<file path="src/rtl/word_scroll_controller.sv">
// Rotation-offset sequencer for the six-digit rotating-word display (run/pause/stop, single-step, direction, two rates).
// Optional pause blink on the blank output is enabled by defining SCROLL_BLINK_EN.
module word_scroll_controller #(
    parameter int POSITIONS = 6,
    parameter int SLOW_DIV  = 50000000,
    parameter int FAST_DIV  = 12500000,
    parameter int BLINK_DIV = 12500000
) (
    input  logic       clk,
    input  logic       reset,
    input  logic       start,
    input  logic       pause,
    input  logic       stop,
    input  logic       dir,
    input  logic       fast,
    input  logic       step_req,
    output logic       step_ack,
    output logic [2:0] offset,
    output logic [1:0] state,
    output logic       tick,
    output logic       blank
);

    localparam int MAX_DIV = (SLOW_DIV > FAST_DIV) ? SLOW_DIV : FAST_DIV;
    localparam int DIV_W   = ($clog2(MAX_DIV) < 1) ? 1 : $clog2(MAX_DIV);

    localparam logic [DIV_W-1:0] SLOW_LAST = DIV_W'(SLOW_DIV - 1);
    localparam logic [DIV_W-1:0] FAST_LAST = DIV_W'(FAST_DIV - 1);
    localparam logic [2:0]       LAST_POS  = 3'(POSITIONS - 1);

    localparam logic [1:0] ST_IDLE  = 2'b00;
    localparam logic [1:0] ST_RUN   = 2'b01;
    localparam logic [1:0] ST_PAUSE = 2'b10;
    localparam logic [1:0] ST_STEP  = 2'b11;

    logic [1:0]       r_state;
    logic [2:0]       r_offset;
    logic [DIV_W-1:0] r_divider;
    logic             r_tick;
    logic             r_stepAck;
    logic             r_stepArmed;

    logic [1:0]       w_nextState;
    logic [DIV_W-1:0] w_divLast;
    logic             w_divDone;
    logic             w_stepGo;
    logic             w_runAdvance;
    logic             w_stepAdvance;
    logic             w_advance;
    logic [2:0]       w_nextOffset;

    assign w_divLast = fast ? FAST_LAST : SLOW_LAST;
    // A >= compare lets a mid-count switch to the fast rate step immediately.
    assign w_divDone = (r_divider >= w_divLast);
    assign w_stepGo  = step_req && r_stepArmed;

    assign w_runAdvance  = !stop && (r_state == ST_RUN) && !pause && w_divDone;
    assign w_stepAdvance = !stop && (r_state == ST_PAUSE) && !pause && w_stepGo;
    assign w_advance     = w_runAdvance || w_stepAdvance;

    assign w_nextOffset = dir ? ((r_offset == 3'd0) ? LAST_POS : (r_offset - 3'd1))
                              : ((r_offset >= LAST_POS) ? 3'd0 : (r_offset + 3'd1));

    always_comb begin
        w_nextState = r_state;
        if (stop) begin
            w_nextState = ST_IDLE;
        end else begin
            case (r_state)
                ST_IDLE:  if (start) w_nextState = ST_RUN;
                ST_RUN:   if (pause) w_nextState = ST_PAUSE;
                ST_PAUSE: begin
                    if (pause)         w_nextState = ST_RUN;
                    else if (w_stepGo) w_nextState = ST_STEP;
                end
                ST_STEP:  w_nextState = ST_PAUSE;
                default:  w_nextState = ST_IDLE;
            endcase
        end
    end

    always_ff @(posedge clk) begin
        if (reset) begin
            r_state     <= ST_IDLE;
            r_offset    <= 3'd0;
            r_divider   <= '0;
            r_tick      <= 1'b0;
            r_stepAck   <= 1'b0;
            r_stepArmed <= 1'b1;
        end else begin
            r_state   <= w_nextState;
            r_tick    <= w_advance;
            r_stepAck <= w_stepAdvance;

            // A held step request must be seen low before another step is granted.
            if (w_stepAdvance)
                r_stepArmed <= 1'b0;
            else if (!step_req)
                r_stepArmed <= 1'b1;

            if (stop || r_state == ST_IDLE)
                r_offset <= 3'd0;
            else if (w_advance)
                r_offset <= w_nextOffset;

            if (stop || r_state == ST_IDLE)
                r_divider <= '0;
            else if (r_state == ST_RUN && !pause)
                r_divider <= w_divDone ? '0 : (r_divider + DIV_W'(1));
        end
    end

`ifdef SCROLL_BLINK_EN
    localparam int BLINK_W = ($clog2(BLINK_DIV + 1) < 1) ? 1 : $clog2(BLINK_DIV + 1);
    localparam logic [BLINK_W-1:0] BLINK_LAST = BLINK_W'(BLINK_DIV - 1);

    logic [BLINK_W-1:0] r_blinkCnt;
    logic               r_blank;

    // Blink phase restarts dark-off on every entry into PAUSE.
    always_ff @(posedge clk) begin
        if (reset || w_nextState != ST_PAUSE || r_state != ST_PAUSE) begin
            r_blinkCnt <= '0;
            r_blank    <= 1'b0;
        end else if (r_blinkCnt >= BLINK_LAST) begin
            r_blinkCnt <= '0;
            r_blank    <= ~r_blank;
        end else begin
            r_blinkCnt <= r_blinkCnt + BLINK_W'(1);
        end
    end

    assign blank = r_blank;
`else
    assign blank = 1'b0;
`endif

    assign state    = r_state;
    assign offset   = r_offset;
    assign tick     = r_tick;
    assign step_ack = r_stepAck;

endmodule

</file>
<file path="config.mk">
export PLATFORM = sky130hd
export DESIGN_NAME = word_scroll_controller
export DESIGN_NICKNAME = d
export VERILOG_FILES = /design/src/rtl/word_scroll_controller.sv
export SDC_FILE = /design/constraint.sdc
export NUM_CORES = 1
export LEC_CHECK = 0
export ABC_AREA = 1
export CAP_MARGIN = 5
export CORE_MARGIN = 3
export CORE_UTILIZATION = 59
export CTS_BUF_LIST = sky130_fd_sc_hd__clkbuf_2 sky130_fd_sc_hd__clkbuf_4 sky130_fd_sc_hd__clkbuf_8
export DETAILED_ROUTE_END_ITERATION = 8
export GPL_ROUTABILITY_DRIVEN = 0
export PLACE_DENSITY = 0.81
export SYNTH_ARGS = -nofsm -noshare
export SYNTH_HDL_FRONTEND = slang
export SYNTH_SLANG_ARGS = --single-unit
export TNS_END_PERCENT = 100
</file>
<file path="constraint.sdc">
create_clock -name clk -period 2 [get_ports clk]
set_clock_uncertainty 0.2 [all_clocks]
set_input_delay 0.4 -clock clk [delete_from_list [all_inputs] [get_ports clk]]
set_output_delay 0.4 -clock clk [all_outputs]
set_load 0.005 [all_outputs]
</file>
==> metrics.md <==
| Metric | Value |
|---|---|
| Ant. Diodes | 0 |
| Synth warnings | 0 |
| Setup Buffers After CTS | 0 |
| Synth-to-Final Area Change | 20.87% |
| First-pass GRT wire length | 8.631 mm |
| Vias in the first global route | 1960 |
| R2r startpoint | r_divider[14]$_SDFFE_PP0P_ |
| Sum Neg Setup Slack | 0 ns |
| Largest net degree at the start of global routing | 12 |
| CTS buffer count | 5 |
| Yosys top cell area share | between 20% and 30% |
| Final Cell Area | approximately 2700 um^2 |
| Hold buffers post-CTS | 0 |
| Placed instance count | 402 |
| Clock Latency Late Sink | 0.29 ns |
| Fin. max-slew vios | 0 |
| Wire length on met3 | roughly 160 um |
| Critical Path Sink Type | flip-flop |
| Seq pwr share | 55.1% |
| Cell leakage power | roughly 1.1 nW |
| Cell mode on critical path | nand3_4 |
| Internal power | 956.8 uW |
| CP Launch Type | input port |
| CTS tree | built |
| HP Class | reg2reg |
| Grt ovf | 0 |
| DPL Wire Length | 3.953 mm |
| Antenna violations before repair | 0 |
| Initial DRC count | 141 |
| WS Path Type | in2reg |
| Hold Path Origin | r_stepArmed$_SDFFE_PP1P_ |
| Metal2 WL | between 2 and 2.5 mm |
| Sw frac | 23.00% |
| Initial core utilization | ~65% |
| Synth Flop Type | dfxtp_1 |
| Drc violations | 0 |
| Netlist cell types | 38 |
| Met1 wire length | 2.335 mm |
| Max Freq | 532.5 MHz |
| Num rows | 21 |
| Vias | 2102 |
| TritonRoute pass-1 iters | 4 |
| Fin Hold WS | between 0.3 and 0.4 ns |
| CP peak stage delay | 0.40 ns |
| Input/output buffers | 14 |
| Total Wirelength | between 4 and 5 mm |
| Max stage delay cell, worst path | clkdlybuf4s50_1 |
| Ratio of cells with drive above 1 in the final layout | approximately 21% |
| Antenna Nets Post-Route | 0 |
| Critical Path RT | 1.98 ns |
| Root Driver | clkbuf_8 |
| Sequential fraction of the synthesis area | 29.96% |
| Number of synthesized register bits | 34 |
| Syn Inst Count | 320 |
| Total track usage | 24.73% |
| CP cell instances | clkdlybuf4s50_1, inv_1, nand3_4, nor2_4, nand3_4, nor3_4, nand2_1, o22ai_1, nor2_1 |
| Synth top area cells | dfxtp_1 30%, nand2_1 14%, nor2_1 8.6%, ha_1 7.2%, inv_1 5.0% |
| I/O Pins | 16 |
| Final hold vios | 0 |
| Nets | 384 |
| Beginning of the critical path | pause |
| Ys async rst share | 0% |
| Syn_nets | ~340 |
| Core area | 3521 um^2 |
| Die X | 68.06 um |
| PD cells | 452.4 nW/um^2 |
| Max Cap Viol | 0 |
| Setup violators final | 0 |
| Outcome | complete, no violations |
| Die height | 68.06 um |
| Max IR drop VDD | 453.9 uV |
| Net Switching | about 290 uW |
| Die area | about 4600 um^2 |
| Worst Path Max Fanout | 7 |
| Fill count | 268 |
| CTS sink count | 34 |
| Clock share of power | 37.9% |
| Number of synthesized flops with an enable pin | 0 |
| H-tree depth | 2 |
| Placed inst area | 2645 um^2 |
| Syn avg cell area | 7.101 um^2 |
| Post-Layout Cell Count | 409 |
| Highest routed metal layer | met4 |
| Minimum clock period | 1.878 ns |
| Post-synth top area cell | dfxtp_1 |
| Wire length per cell | between 10 and 15 um |
| Clock-pin slew on the worst setup and hold paths | 0.06 ns |
| Maximum root-to-sink buffer count | 2 |
| Synthesized area | approximately 2300 um^2 |
| Most frequent cell after synthesis | nand2_1 |
| Final Cycle Share | 93.89% |
| CP arrival | 1.85 ns |
| Via density | 5.139 |
| Post-synth top cells | 84 x nand2_1, 52 x nor2_1, 34 x dfxtp_1 |
| Comb power frac | 7.0% |
[power groups by stage]
stage	registers, mW	logic [mW]	clock network [mW]
finish	0.685	0.0866	0.471
global route	0.685	0.0953	0.512
CTS	0.684	0.0865	0.480
detailed placement	0.700	0.0854	0
global placement	0.699	0.0829	0
floorplan	0.697	0.0461	0
[cell usage in the layout, fill, tap and decap left out, types with 2 or more instances in the layout]
cell type	instances
a21oi_1	10
a21oi_2	2
buf_12	2
buf_4	25
clkbuf_8	5
clkdlybuf4s50_1	13
clkinv_2	2
dfxtp_1	32
dfxtp_2	2
ha_1	12
inv_1	30
inv_2	3
mux2i_1	2
nand2_1	84
nand2_2	3
nand2_4	2
nand3_1	13
nand3_2	2
nand3_4	3
nand4_1	4
nor2_1	49
nor2_2	11
nor2_4	5
nor3_1	9
nor3_2	4
o211ai_1	2
o21ai_0	7
o31ai_1	2
xnor2_1	2
xor2_1	7
[state kept, by name, summed over array words and instances, names as in the netlist]
name         cells
tick             1
state            2
r_stepArmed      1
offset           3
r_divider       26
step_ack         1
[metal layers]
metal | vias to the layer above | GRT usage, %
li1 | 1106 | -
met1 | 958 | 31.22
met4 | 0 | 6.700
met2 | 33 | 42.24
met5 | - | 0
met3 | 5 | 5.419
[worst paths after layout]
kind | endpoint | slack, ns | cells after the start
worst max register to register | r_divider[12]$_SDFFE_PP0P_ | 0.13 | 11
worst min-delay path | r_stepArmed$_SDFFE_PP1P_ | 0.32 | 2
worst max-delay path | r_divider[12]$_SDFFE_PP0P_ | 0.12 | 9
worst min register to register | r_stepArmed$_SDFFE_PP1P_ | 0.32 | 2
[critical path, delay by kind of cell]
family          cells  cell delay [ns]
compound gates      1             0.13
buf+inv             2             0.50
simple gates        6             0.81
[per-stage QoR]
stage                     power [mW]  util [%]  setup slack [ns]
after floorplan               0.7430         -            0.1514
after global placement        0.7824     75.12           -0.5574
after detailed placement      0.7849     75.12           -0.6107
after CTS                      1.251     77.83           0.01807
after global routing           1.292     78.00         -0.001154
final                          1.243     78.00            0.1222
[cells by family after synthesis]
kind of cell	share of synthesized area (%)
AND/OR/NAND/NOR	43.61
buffers and inverters	7.929
flip-flops	29.96
AO/OA/AOI/OAI	6.828
adder cells (fa/ha/maj)	7.159
XOR/XNOR	3.469
multiplexers	0.8811
other	0.1650
[final cells by class]
type                       count  area [um^2]  area share (%)
multi-input combinational    247         1436           52.30
clock inverter                 2        10.01          0.3645
sequential                    34        683.2           24.87
inverter                      34        127.6           4.647
timing repair buffer          41        362.8           13.21
clock buffer                   5        68.82           2.506
tap                           46        57.56           2.096
[what timing repair did]
| action | CTS | global route |
|---|---|---|
| pin swaps | 1 | 2 |
| resized for setup | 5 | 7 |
| setup endpoints to repair | 30 | 29 |
(Power assumes the default switching activity.)
